<file path="src/rtl/dmem_if.sv">
// Shared data-memory bus: memory-stage data port, fetch port and the
// single-port SRAM side, bundled for the arbiter and its environment.
interface dmem_if #(
  parameter int DEPTH = 2048
);
  localparam int AW = $clog2(DEPTH);

  logic          d_req;
  logic          d_we;
  logic [63:0]   d_addr;
  logic [63:0]   d_wdata;
  logic          d_ack;
  logic [63:0]   d_rdata;
  logic          d_err;

  logic          f_req;
  logic [63:0]   f_addr;
  logic          f_ack;
  logic [63:0]   f_rdata;
  logic          f_err;

  logic          mem_en;
  logic          mem_we;
  logic [AW-1:0] mem_addr;
  logic [63:0]   mem_wdata;
  logic [63:0]   mem_rdata;

  // Arbiter side.
  modport slave (
    input  d_req, d_we, d_addr, d_wdata, f_req, f_addr, mem_rdata,
    output d_ack, d_rdata, d_err, f_ack, f_rdata, f_err,
           mem_en, mem_we, mem_addr, mem_wdata
  );

  // Requesters + SRAM side.
  modport master (
    output d_req, d_we, d_addr, d_wdata, f_req, f_addr, mem_rdata,
    input  d_ack, d_rdata, d_err, f_ack, f_rdata, f_err,
           mem_en, mem_we, mem_addr, mem_wdata
  );
endinterface

</file>
<file path="src/rtl/dmem_arbiter.sv">
// Two-port arbiter (data over fetch, with fetch starvation guard) in front of
// a single-port SRAM with one-cycle read latency; one access per two cycles.
module dmem_arbiter #(
  parameter int DEPTH      = 2048,
  parameter int STARVE_MAX = 4
) (
  input  logic   clk,
  input  logic   reset,
  dmem_if.slave  bus
);
  localparam int AW = $clog2(DEPTH);
  localparam int CW = (STARVE_MAX < 1) ? 1 : $clog2(STARVE_MAX + 1);

  typedef enum logic [1:0] {IDLE, DRESP, FRESP} state_t;

  state_t        state;
  logic [CW-1:0] starve_cnt;
  logic          d_ack_q, f_ack_q;
  logic          err_q;
  logic          rd_q;     // response carries SRAM read data

  logic d_in, f_in, starve_hit, d_win, f_win;

  assign d_in       = bus.d_addr < 64'(DEPTH);
  assign f_in       = bus.f_addr < 64'(DEPTH);
  assign starve_hit = (starve_cnt == CW'(STARVE_MAX));
  assign f_win      = (state == IDLE) && bus.f_req && (!bus.d_req || starve_hit);
  assign d_win      = (state == IDLE) && bus.d_req && !f_win;

  // SRAM is driven in the grant cycle itself; out-of-range grants never touch it.
  always_comb begin
    bus.mem_en    = 1'b0;
    bus.mem_we    = 1'b0;
    bus.mem_addr  = '0;
    bus.mem_wdata = '0;
    if (!reset) begin
      if (d_win && d_in) begin
        bus.mem_en    = 1'b1;
        bus.mem_we    = bus.d_we;
        bus.mem_addr  = bus.d_addr[AW-1:0];
        bus.mem_wdata = bus.d_wdata;
      end else if (f_win && f_in) begin
        bus.mem_en    = 1'b1;
        bus.mem_addr  = bus.f_addr[AW-1:0];
      end
    end
  end

  always_ff @(posedge clk or posedge reset) begin
    if (reset) begin
      state      <= IDLE;
      starve_cnt <= '0;
      d_ack_q    <= 1'b0;
      f_ack_q    <= 1'b0;
      err_q      <= 1'b0;
      rd_q       <= 1'b0;
    end else begin
      case (state)
        IDLE: begin
          d_ack_q <= 1'b0;
          f_ack_q <= 1'b0;
          err_q   <= 1'b0;
          rd_q    <= 1'b0;
          if (d_win) begin
            state   <= DRESP;
            d_ack_q <= 1'b1;
            err_q   <= !d_in;
            rd_q    <= d_in && !bus.d_we;
            if (!bus.f_req)
              starve_cnt <= '0;
            else if (!starve_hit)
              starve_cnt <= starve_cnt + 1'b1;
          end else if (f_win) begin
            state      <= FRESP;
            f_ack_q    <= 1'b1;
            err_q      <= !f_in;
            rd_q       <= f_in;
            starve_cnt <= '0;
          end else if (!bus.f_req) begin
            starve_cnt <= '0;
          end
        end
        DRESP, FRESP: begin
          state   <= IDLE;
          d_ack_q <= 1'b0;
          f_ack_q <= 1'b0;
          err_q   <= 1'b0;
          rd_q    <= 1'b0;
        end
        default: begin
          state   <= IDLE;
          d_ack_q <= 1'b0;
          f_ack_q <= 1'b0;
          err_q   <= 1'b0;
          rd_q    <= 1'b0;
        end
      endcase
    end
  end

  // SRAM data lands in the response cycle, so it is steered straight through.
  assign bus.d_ack   = d_ack_q;
  assign bus.d_err   = d_ack_q && err_q;
  assign bus.d_rdata = (d_ack_q && rd_q) ? bus.mem_rdata : 64'd0;
  assign bus.f_ack   = f_ack_q;
  assign bus.f_err   = f_ack_q && err_q;
  assign bus.f_rdata = (f_ack_q && rd_q) ? bus.mem_rdata : 64'd0;
endmodule

</file>
<file path="src/flat_wrapper.sv">
// flat-port wrapper written by rule: the top's interface ports become plain ports
module dmem_arbiter_flat 
#(
  parameter int DEPTH      = 2048,
  parameter int STARVE_MAX = 4
)
  (clk, reset, bus_d_req, bus_d_we, bus_d_addr, bus_d_wdata, bus_f_req, bus_f_addr, bus_mem_rdata, bus_d_ack, bus_d_rdata, bus_d_err, bus_f_ack, bus_f_rdata, bus_f_err, bus_mem_en, bus_mem_we, bus_mem_addr, bus_mem_wdata);
  dmem_if #(.DEPTH(DEPTH)) bus_i ();
  input  logic clk;
  input  logic reset;
  input wire logic [$bits(bus_i.d_req)-1:0] bus_d_req;
  input wire logic [$bits(bus_i.d_we)-1:0] bus_d_we;
  input wire logic [$bits(bus_i.d_addr)-1:0] bus_d_addr;
  input wire logic [$bits(bus_i.d_wdata)-1:0] bus_d_wdata;
  input wire logic [$bits(bus_i.f_req)-1:0] bus_f_req;
  input wire logic [$bits(bus_i.f_addr)-1:0] bus_f_addr;
  input wire logic [$bits(bus_i.mem_rdata)-1:0] bus_mem_rdata;
  output wire logic [$bits(bus_i.d_ack)-1:0] bus_d_ack;
  output wire logic [$bits(bus_i.d_rdata)-1:0] bus_d_rdata;
  output wire logic [$bits(bus_i.d_err)-1:0] bus_d_err;
  output wire logic [$bits(bus_i.f_ack)-1:0] bus_f_ack;
  output wire logic [$bits(bus_i.f_rdata)-1:0] bus_f_rdata;
  output wire logic [$bits(bus_i.f_err)-1:0] bus_f_err;
  output wire logic [$bits(bus_i.mem_en)-1:0] bus_mem_en;
  output wire logic [$bits(bus_i.mem_we)-1:0] bus_mem_we;
  output wire logic [$bits(bus_i.mem_addr)-1:0] bus_mem_addr;
  output wire logic [$bits(bus_i.mem_wdata)-1:0] bus_mem_wdata;
  assign bus_i.d_req = bus_d_req;
  assign bus_i.d_we = bus_d_we;
  assign bus_i.d_addr = bus_d_addr;
  assign bus_i.d_wdata = bus_d_wdata;
  assign bus_i.f_req = bus_f_req;
  assign bus_i.f_addr = bus_f_addr;
  assign bus_i.mem_rdata = bus_mem_rdata;
  assign bus_d_ack = bus_i.d_ack;
  assign bus_d_rdata = bus_i.d_rdata;
  assign bus_d_err = bus_i.d_err;
  assign bus_f_ack = bus_i.f_ack;
  assign bus_f_rdata = bus_i.f_rdata;
  assign bus_f_err = bus_i.f_err;
  assign bus_mem_en = bus_i.mem_en;
  assign bus_mem_we = bus_i.mem_we;
  assign bus_mem_addr = bus_i.mem_addr;
  assign bus_mem_wdata = bus_i.mem_wdata;
  dmem_arbiter #(.DEPTH(DEPTH), .STARVE_MAX(STARVE_MAX)) u_core (.clk(clk), .reset(reset), .bus(bus_i));
endmodule
</file>
<file path="config.mk">
export PLATFORM = sky130hd
export DESIGN_NAME = dmem_arbiter_flat
export DESIGN_NICKNAME = d
export VERILOG_FILES = /design/src/rtl/dmem_if.sv /design/src/rtl/dmem_arbiter.sv /design/src/flat_wrapper.sv
export SDC_FILE = /design/constraint.sdc
export NUM_CORES = 1
export LEC_CHECK = 0
export BUFFER_PORTS_ARGS = -buffer_cell sky130_fd_sc_hd__buf_2
export CAP_MARGIN = 20
export CELL_PAD_IN_SITES_DETAIL_PLACEMENT = 0
export CELL_PAD_IN_SITES_GLOBAL_PLACEMENT = 1
export CORE_AREA = 5 5 182 184
export CTS_CLUSTER_DIAMETER = 100
export CTS_CLUSTER_SIZE = 14
export DETAILED_ROUTE_END_ITERATION = 6
export DIE_AREA = 0 0 187 189
export GPL_ROUTABILITY_DRIVEN = 0
export PLACE_DENSITY = 0.48
export SETUP_SLACK_MARGIN = 0.2
export SYNTH_ARGS = -nofsm -noshare
export SYNTH_HDL_FRONTEND = slang
export SYNTH_SLANG_ARGS = --single-unit
</file>
<file path="constraint.sdc">
create_clock -name clk -period 3.2 [get_ports clk]
set_clock_uncertainty 0.05 [all_clocks]
set_input_delay 0.48 -clock clk [delete_from_list [all_inputs] [get_ports clk]]
set_output_delay 0.48 -clock clk [all_outputs]
set_load 0.1 [all_outputs]
</file>
==> results.md, run 1 <==
Status:
- The flow ran to the end, and the final reports show no timing, DRC or antenna violations.

Die:
- 470 I/O pins were placed.
- The placeable core area is 31230 um^2.
- For this configuration, the core starts out at a cell density of 7.204%.
- Measured along the y axis, the die boundary spans about 190 um.
- The die is 187 um wide.
- After floorplanning, the core was divided into 65 placement rows.
- The area of the die is 35340 um^2.

Power and ir drop:
- The total power divided by cell area is 103.8 nW/um^2.
- The worst-case IR drop observed on VDD is roughly 120 uV.
- The leakage power figure is between 3 and 4 nW.

Worst hold path:
- The tightest min-delay check is of the primary input to async pin type.

Logic synthesis:
- Counting every instance in the synthesized netlist gives about 330.
- The post-synthesis simple-gate area fraction is approximately 73%.
- The number of different library cells used by synthesis comes to 29.
- The share of the synthesized netlist area taken by xor and xnor gates is 0%.
- Of the post-synthesis cell area, the part taken by muxes is 0%.
- The adder-cell share of the synthesized area is between 1 and 1.5%.
- Summing the areas of all compound-gate instances in the mapped netlist gives 6.174% of the synthesized area.
- Among all flip-flop cells after synthesis, the most frequent one is sky130_fd_sc_hd__dfrtp_1.
- After synthesis, the largest family of logic cells by area is simple AND/OR/NAND/NOR gates.
- The proportion of netlist area held by the largest area contributor is approximately half.
- The biggest area consumer among synthesized cells is sky130_fd_sc_hd__and3_1.
- The share of flip-flops with an asynchronous set or reset is 100.0%.
- The number of warnings printed during yosys synthesis is 0.
- The post-synthesis average cell area is about 6.8 um^2.
- The synthesized net count is 596.
- Yosys mapped a number of flops with a built-in enable equal to 0.
- Summing the sequential cell areas from Yosys gives 10.01% of the chip area.
- Sorting the synthesized cells by area gives the leading types as sky130_fd_sc_hd__and3_1 51%, sky130_fd_sc_hd__dfrtp_1 10%, sky130_fd_sc_hd__clkbuf_1 5.8%.
- The mapped netlist covers 2250 um^2.
- Counting flops and latches in the post-synthesis netlist gives 9.

Timing:
- The share of the clock period used by the worst path is 90.13%.
- The highest clock frequency the design can meet is 346.7 MHz.
- After routing, the total negative slack on setup checks comes to 0 ns.
- The worst setup margin is 0.3159 ns.
- For the pin with the worst max-slew slack, the measured transition is 0.7339 ns.
- The count of final setup violators is 0.
- The number of failing hold endpoints at the final stage came to 0.
- The clock period could shrink to 2.884 ns.
- Headroom to the max-slew limit came out at 51.07%.
- Setup repair after global routing could not meet its margin everywhere.
- Final hold analysis gives a worst-case slack of 0.3231 ns.
- The total count of max-transition violations in the final report came to 0.

Clock tree:
- After clock tree synthesis, the clock-pin slew on the worst setup and hold paths is around 0.04 ns.
- The number of sinks on the clock net is 9.
- The TritonCTS clock tree is built.
- The post-CTS setup-driven buffer insertion count is 0.
- The maximum root-to-sink buffer count is 2.
- In this run, CTS created clock tree buffers numbering 3.
- The cell chosen for the clock root is sky130_fd_sc_hd__clkbuf_16.
- The clock reaches the later pin of the worst-skew pair after 0.24 ns.
- The maximum level of the CTS H-tree is 1.

Global route:
- The sum of overflow across all layers after global routing is 0.
- Entering global routing, the biggest net connects 84 pins.
- The number of global-route vias before repair is 4506.
- In the global route stage, overall resource usage came out at 9.610%.
- The number of antenna violations at the first check in global routing is 1.
- The first global-routing pass estimated 26.77 mm of wire.

Worst setup path:
- The worst setup path is launched from a primary input.
- The setup path with the least slack is of type primary input to primary output.
- Among all stages on the critical path, the largest delay is contributed by sky130_fd_sc_hd__nor4_1.
- For this run, the slowest stage of the critical path takes 0.32 ns.
- The worst setup path is captured at a primary output.
- The maximum fanout encountered on the critical timing path is 10.
- Walking the worst path, the cells encountered are buf_2, nor4_1, nand4_1, nor4_4, buf_6, and2_0, buf_6, a22o_1, buf_12.
- The cell that appears most often on the critical path is sky130_fd_sc_hd__buf_6.
- The critical path arrival is about 2.4 ns.
- The data required time of the worst path is roughly 2.7 ns.

Placed design:
- OpenSTA, run right after detailed placement, puts the worst setup slack at around 0.16 ns.
- The instance area at placement is around 6200 um^2.
- Detailed placement finished with a half-perimeter wire length of 16.61 mm.
- The count of buffers added on input and output ports is 469.

Cells and area:
- The leading cell type in the layout, fill and taps excluded is sky130_fd_sc_hd__buf_2.
- The layout cell share with drive strength beyond 1 is between 60 and 70%.
- The final standard cell utilization of the core is around a fifth.
- Once layout is done, the placed cells without fillers occupy 6327 um^2.
- The net total in the final layout is 1045.
- The area growth from synthesis to layout is 181.3%.
- The number of fill cells is approximately 3.5k.
- In the layout the commonest cells are 392 x sky130_fd_sc_hd__buf_2, 185 x sky130_fd_sc_hd__and3_1, 78 x sky130_fd_sc_hd__buf_12.

Drt:
- The routed via count is roughly 4.4k.
- Using the TritonRoute via totals, the vias-per-cell ratio works out to 3.709.
- Wires add up to 18.79 mm.
- After detailed routing, the average wire length per cell comes to 15.87 um.
- The count of TritonRoute iterations in the first routing pass is 4.
- The number of design-rule violations left by the first detailed-router iteration is 128.
- The post-route DRC violation count is 0.
- The detail route stage leaves a number of antenna-violating nets equal to 0.

Flow run:
- The max-capacitance violation count is 0.
flip-flops by register name, indices dropped and copies added, names as in the netlist:
| signal | cells |
|---|---|
| u_core.rd_q | 1 |
| u_core.starve_cnt | 3 |
| u_core.state | 2 |
| u_core.bus.f_ack | 1 |
| u_core.bus.d_ack | 1 |
| u_core.err_q | 1 |
power by group:
group          internal (mW)  switching (mW)
Sequential             0.123          0.0272
Clock                  0.165          0.0620
Combinational          0.143           0.136
cell type report:
| type | count | area, um^2 | share of cell area (%) |
|---|---|---|---|
| antenna | 1 | 2.502 | 0.03955 |
| clock buffer | 3 | 75.07 | 1.186 |
| clock inverter | 1 | 5.005 | 0.07910 |
| inverter | 4 | 15.01 | 0.2373 |
| multi-input combinational | 276 | 1832 | 28.95 |
| sequential | 9 | 229.0 | 3.619 |
| tap | 402 | 503.0 | 7.949 |
| timing repair buffer | 488 | 3666 | 57.94 |
per-layer routing:
layer,routed length [um],vias to the layer above,global-route usage [%]
li1,-,2161,-
met1,6418,1924,9.537
met2,10140,282,19.14
met3,1696,22,2.784
met4,526,2,3.015
met5,7,-,0
cell usage after synthesis, types with 2 or more instances:
cell	count
sky130_fd_sc_hd__buf_8	2
sky130_fd_sc_hd__inv_1	4
sky130_fd_sc_hd__o21ai_0	3
sky130_fd_sc_hd__and2_1	7
sky130_fd_sc_hd__and3_2	8
sky130_fd_sc_hd__clkbuf_2	4
sky130_fd_sc_hd__nand2_1	6
sky130_fd_sc_hd__nand4_1	8
sky130_fd_sc_hd__and3_1	185
sky130_fd_sc_hd__nor4_4	2
sky130_fd_sc_hd__nor3_1	3
sky130_fd_sc_hd__nor4_2	4
sky130_fd_sc_hd__ha_1	2
sky130_fd_sc_hd__nor4_1	21
sky130_fd_sc_hd__nor3b_1	2
sky130_fd_sc_hd__clkbuf_1	35
sky130_fd_sc_hd__dfrtp_1	9
sky130_fd_sc_hd__nand3_1	2
sky130_fd_sc_hd__nor2_1	6
sky130_fd_sc_hd__buf_6	2
sky130_fd_sc_hd__a22o_1	10
timing repair:
item                       in CTS  in global routing
hold buffers                    0                  0
setup endpoints to repair      10                 10
pin swaps                       0                  1
gates resized for setup         1                  7
final timing paths:
check,depth (start not counted),endpoint,slack [ns],startpoint
worst max-delay path,9,bus_mem_addr[1],0.32,bus_f_addr[58]
worst min-delay path,3,u_core.starve_cnt[1],0.32,reset
worst max register to register,8,u_core.rd_q,1.39,u_core.starve_cnt[0]
worst min register to register,1,u_core.starve_cnt[2],0.49,u_core.starve_cnt[2]
max in group asynchronous,3,u_core.bus.d_ack,2.48,reset
min in group clk,3,u_core.rd_q,0.47,bus_d_we
critical path, delay by kind of cell:
family,cells,cell delay [ns]
compound gates,1,0.20
buf+inv,4,0.62
simple gates,4,1.04
cell families after synthesis:
| kind of cell | Yosys count |
|---|---|
| and+or+nand+nor | 256 |
| buffers and inverters | 48 |
| AOI/OAI and AO/OA | 18 |
| DFF | 9 |
| adders and majority gates | 2 |
through the flow:
stage	std cells	total power [mW]
6_report	1184	0.6565
2_1_floorplan	333	0.2185
3_3_place_gp	1179	0.4336
5_1_grt	1183	0.7051
3_5_place_dp	1179	0.4339
4_1_cts	1183	0.6728
Power figures use the tool's default switching activity.
==> run 2: changes to the inputs <==
--- a/config.mk
+++ b/config.mk
@@ -15,7 +15,7 @@
 export DETAILED_ROUTE_END_ITERATION = 6
 export DIE_AREA = 0 0 187 189
 export GPL_ROUTABILITY_DRIVEN = 0
-export PLACE_DENSITY = 0.48
+export PLACE_DENSITY_LB_ADDON = 0.12
 export SETUP_SLACK_MARGIN = 0.2
 export SYNTH_ARGS = -nofsm -noshare
 export SYNTH_HDL_FRONTEND = slang
==> results.md, run 2 (synthesis gave the netlist of run 1 again) <==
Clock tree:
- The number of sinks on the clock net is 9 (unchanged).
- The clock-pin slew on the worst setup and hold paths is 0.04 ns (about the same).
- The cell chosen for the clock root is sky130_fd_sc_hd__clkbuf_16.
- The total clock buffers created by CTS is 3 (unchanged).
- The number of buffers added to fix hold violations after cts is 0 (unchanged).
- The clock network latency to the later pin of the worst-skew pair is 0.23 ns (about the same).
- The maximum root-to-sink buffer count is 2 (unchanged).
- The TritonCTS clock tree is built.
- The maximum level of the CTS H-tree is 1 (unchanged).

Placed design:
- The number of I/O port buffers is 469 (unchanged).
- The cell total after placement is 1176 (-0.25%).
- The detailed placement HPWL is 20.12 mm (+21%).
- The pre-CTS worst setup slack is 0.1039 ns (-0.05921 ns).
- The instance area at placement came to 6261 um^2 (+0.85%).

Global route:
- The maximum number of pins on one net before global-route repair is 67 (-20%).
- The number of antenna violations at the first check in global routing is 10 (+9).
- The number of global-route vias before repair is 4440 (-1.5%).
- The sum of overflow across all layers after global routing is 0 (unchanged).
- The total routing usage reported by global routing was 11.66% (+2.0 points).
- The first-pass GRT wire length is 30.89 mm (+15%).

Worst setup path:
- The data required time of the worst path was 2.67 ns (about the same).
- The critical path goes through buf_2, nor4_1, nand4_1, buf_4, nor4_4, buf_12, and2_1, buf_12, a22o_1, buf_12.
- The critical path arrival came to 2.35 ns (about the same).
- The biggest cell delay along the critical path was 0.35 ns (+0.03 ns).
- The sort of element at the start of the critical path is a primary input.
- The cell type of the slowest stage on the worst timing path is sky130_fd_sc_hd__nor4_1.
- By instance count, the cell type seen most on the critical path is sky130_fd_sc_hd__buf_12.
- STA classifies the critical path endpoint as a primary output.
- The maximum fanout encountered on the critical timing path was 10 (unchanged).
- The worst setup path is of the primary input to primary output kind.

Cells and area:
- The final standard cell utilization of the core is 20.43% (+0.17 points).
- The largest register by flop count is u_core.starve_cnt.
- The number of standard cells in the final layout excluding fillers is 1185 (+0.084%).
- The layout cell share with drive strength beyond 1 is 65.60% (-0.60 points).
- In the final layout, the registers with the most flip-flops are u_core.starve_cnt (3), u_core.state (2).
- The area growth from synthesis to layout is 183.6%.
- The number of fill cells is 3537 (+0.11%).
- The net total in the final layout is 1043 (-0.19%).
- The final design instance area without fill is 6381 um^2 (+0.85%).
- The leading cell type in the layout, fill and taps excluded is sky130_fd_sc_hd__buf_2.
- The sequential cell area is 229.0 um^2 (unchanged).
- The footprint of the multi-input gates came to 1827 um^2 (-0.27%).
- The number of flip-flops in the largest register was 3 (unchanged).
- The top cell types in the final layout, fill and taps aside, are 392 x sky130_fd_sc_hd__buf_2, 185 x sky130_fd_sc_hd__and3_1, 84 x sky130_fd_sc_hd__buf_12.

Die:
- The area of the die came to 35340 um^2 (unchanged).
- The number of placed I/O pins is 470 (unchanged).
- The horizontal die dimension is 187 um (unchanged).
- The overall die height came to 189 um (unchanged).
- The placeable core area is 31230 um^2 (unchanged).
- The initial standard-cell utilization of the core came to 7.204% (unchanged).
- The number of placement rows is 65 (unchanged).

Drt:
- The mean routed wirelength per cell came to 19.12 um (+21%).
- The routed via count is 4411 (+0.46%).
- The number of design-rule violations left by the first detailed-router iteration is 233 (+82%).
- The remaining antenna violation count was 0 (unchanged).
- The count of TritonRoute iterations in the first routing pass is 5 (+1).
- The detail-routed via count per cell is 3.722 (+0.37%).
- The aggregate routed wire length is 22.66 mm (+21%).
- The post-route DRC violation count is 0 (unchanged).

Power and ir drop:
- The total power divided by cell area is 101.0 nW/um^2 (-2.7%).
- The largest voltage drop on the vdd net was 125.2 uV (+2.9%).
- The sum of internal, switching and leakage power is 0.6444 mW (-1.8%).
- The leakage power figure is 3.992 nW (about the same).

Timing:
- The sum of negative setup slack is 0 ns (unchanged).
- The total count of max-transition violations in the final report is 0 (unchanged).
- The relative slew slack is 59.51% (+8.4 points).
- The share of the clock period used by the worst path is 89.92% (-0.21 points).
- The worst hold margin came to 0.4788 ns (+0.1558 ns).
- The worst setup margin was 0.3226 ns (+0.006651 ns).
- Setup repair after global routing left no endpoint under its margin.
- The slew of the pin with the lowest slew margin came to 0.6073 ns (-0.1265 ns).
- The post-layout minimum cycle time is 2.877 ns (-0.006651 ns).
- The number of failing hold endpoints at the final stage was 0 (unchanged).
- The highest clock frequency the design can meet is 347.5 MHz (+0.23%).
- The count of final setup violators came to 0 (unchanged).

Status:
- The run finished with clean final reports.

Worst hold path:
- The type of the worst min-delay path is register to register.

Flow run:
- The max-capacitance violation count is 0 (unchanged).
[run 2: cell count changes in the layout (fill, tap and decap cells not counted), sizes merged]
cell,before,now
buf,488,486
clkbuf,3,4
clkinv,2,0
diode,1,4
inv,3,4
[run 2: area by class of cell]
class                      count  share of cell area (%)
inverter                       4                  0.2353
tap                          402                   7.882
multi-input combinational    276                   28.63
timing repair buffer         486                   58.27
antenna                        4                  0.1569
clock buffer                   4                   1.235
sequential                     9                   3.588
[run 2: timing repair]
item,4_1_cts,5_1_grt
setup endpoints to repair,60,8
cloned,0,0
gates resized for setup,1,2
pin swaps,0,2
endpoints found under the hold margin,0,0
setup buffers,0,1
[run 2: critical path: cells and delay by family]
kind                   cells  cell delay, ns
AOI/OAI and AO/OA          1            0.19
buffers and inverters      5            0.76
and+or+nand+nor            4            0.90
[run 2: final timing paths]
check                           slack [ns]         endpoint             from  cells after the start
worst max register to register        1.45      u_core.rd_q  u_core.state[1]                      6
worst max-delay path                  0.32  bus_mem_addr[3]   bus_d_addr[60]                     10
worst min register to register        0.48     u_core.err_q  u_core.state[1]                      1
max in group asynchronous             2.24      u_core.rd_q            reset                      3
worst min-delay path                  0.48     u_core.err_q  u_core.state[1]                      1
min in group asynchronous             0.61     u_core.err_q            reset                      3
[run 2: power by group]
| part | internal [mW] | switching (mW) | total [mW] |
|---|---|---|---|
| sequential | 0.123 | 0.0159 | 0.139 |
| combinational | 0.141 | 0.146 | 0.287 |
| clock | 0.166 | 0.0518 | 0.218 |
[run 2: layer usage]
| layer | wire length [um] | GRT usage, % | share of wire (%) | vias to the layer above |
|---|---|---|---|---|
| li1 | - | - | - | 2163 |
| met1 | 7652 | 12.00 | 34 | 1947 |
| met2 | 12560 | 23.50 | 55 | 266 |
| met3 | 2016 | 3.263 | 8.9 | 25 |
| met4 | 366 | 2.162 | 1.6 | 10 |
| met5 | 62 | 0 | 0.27 | - |
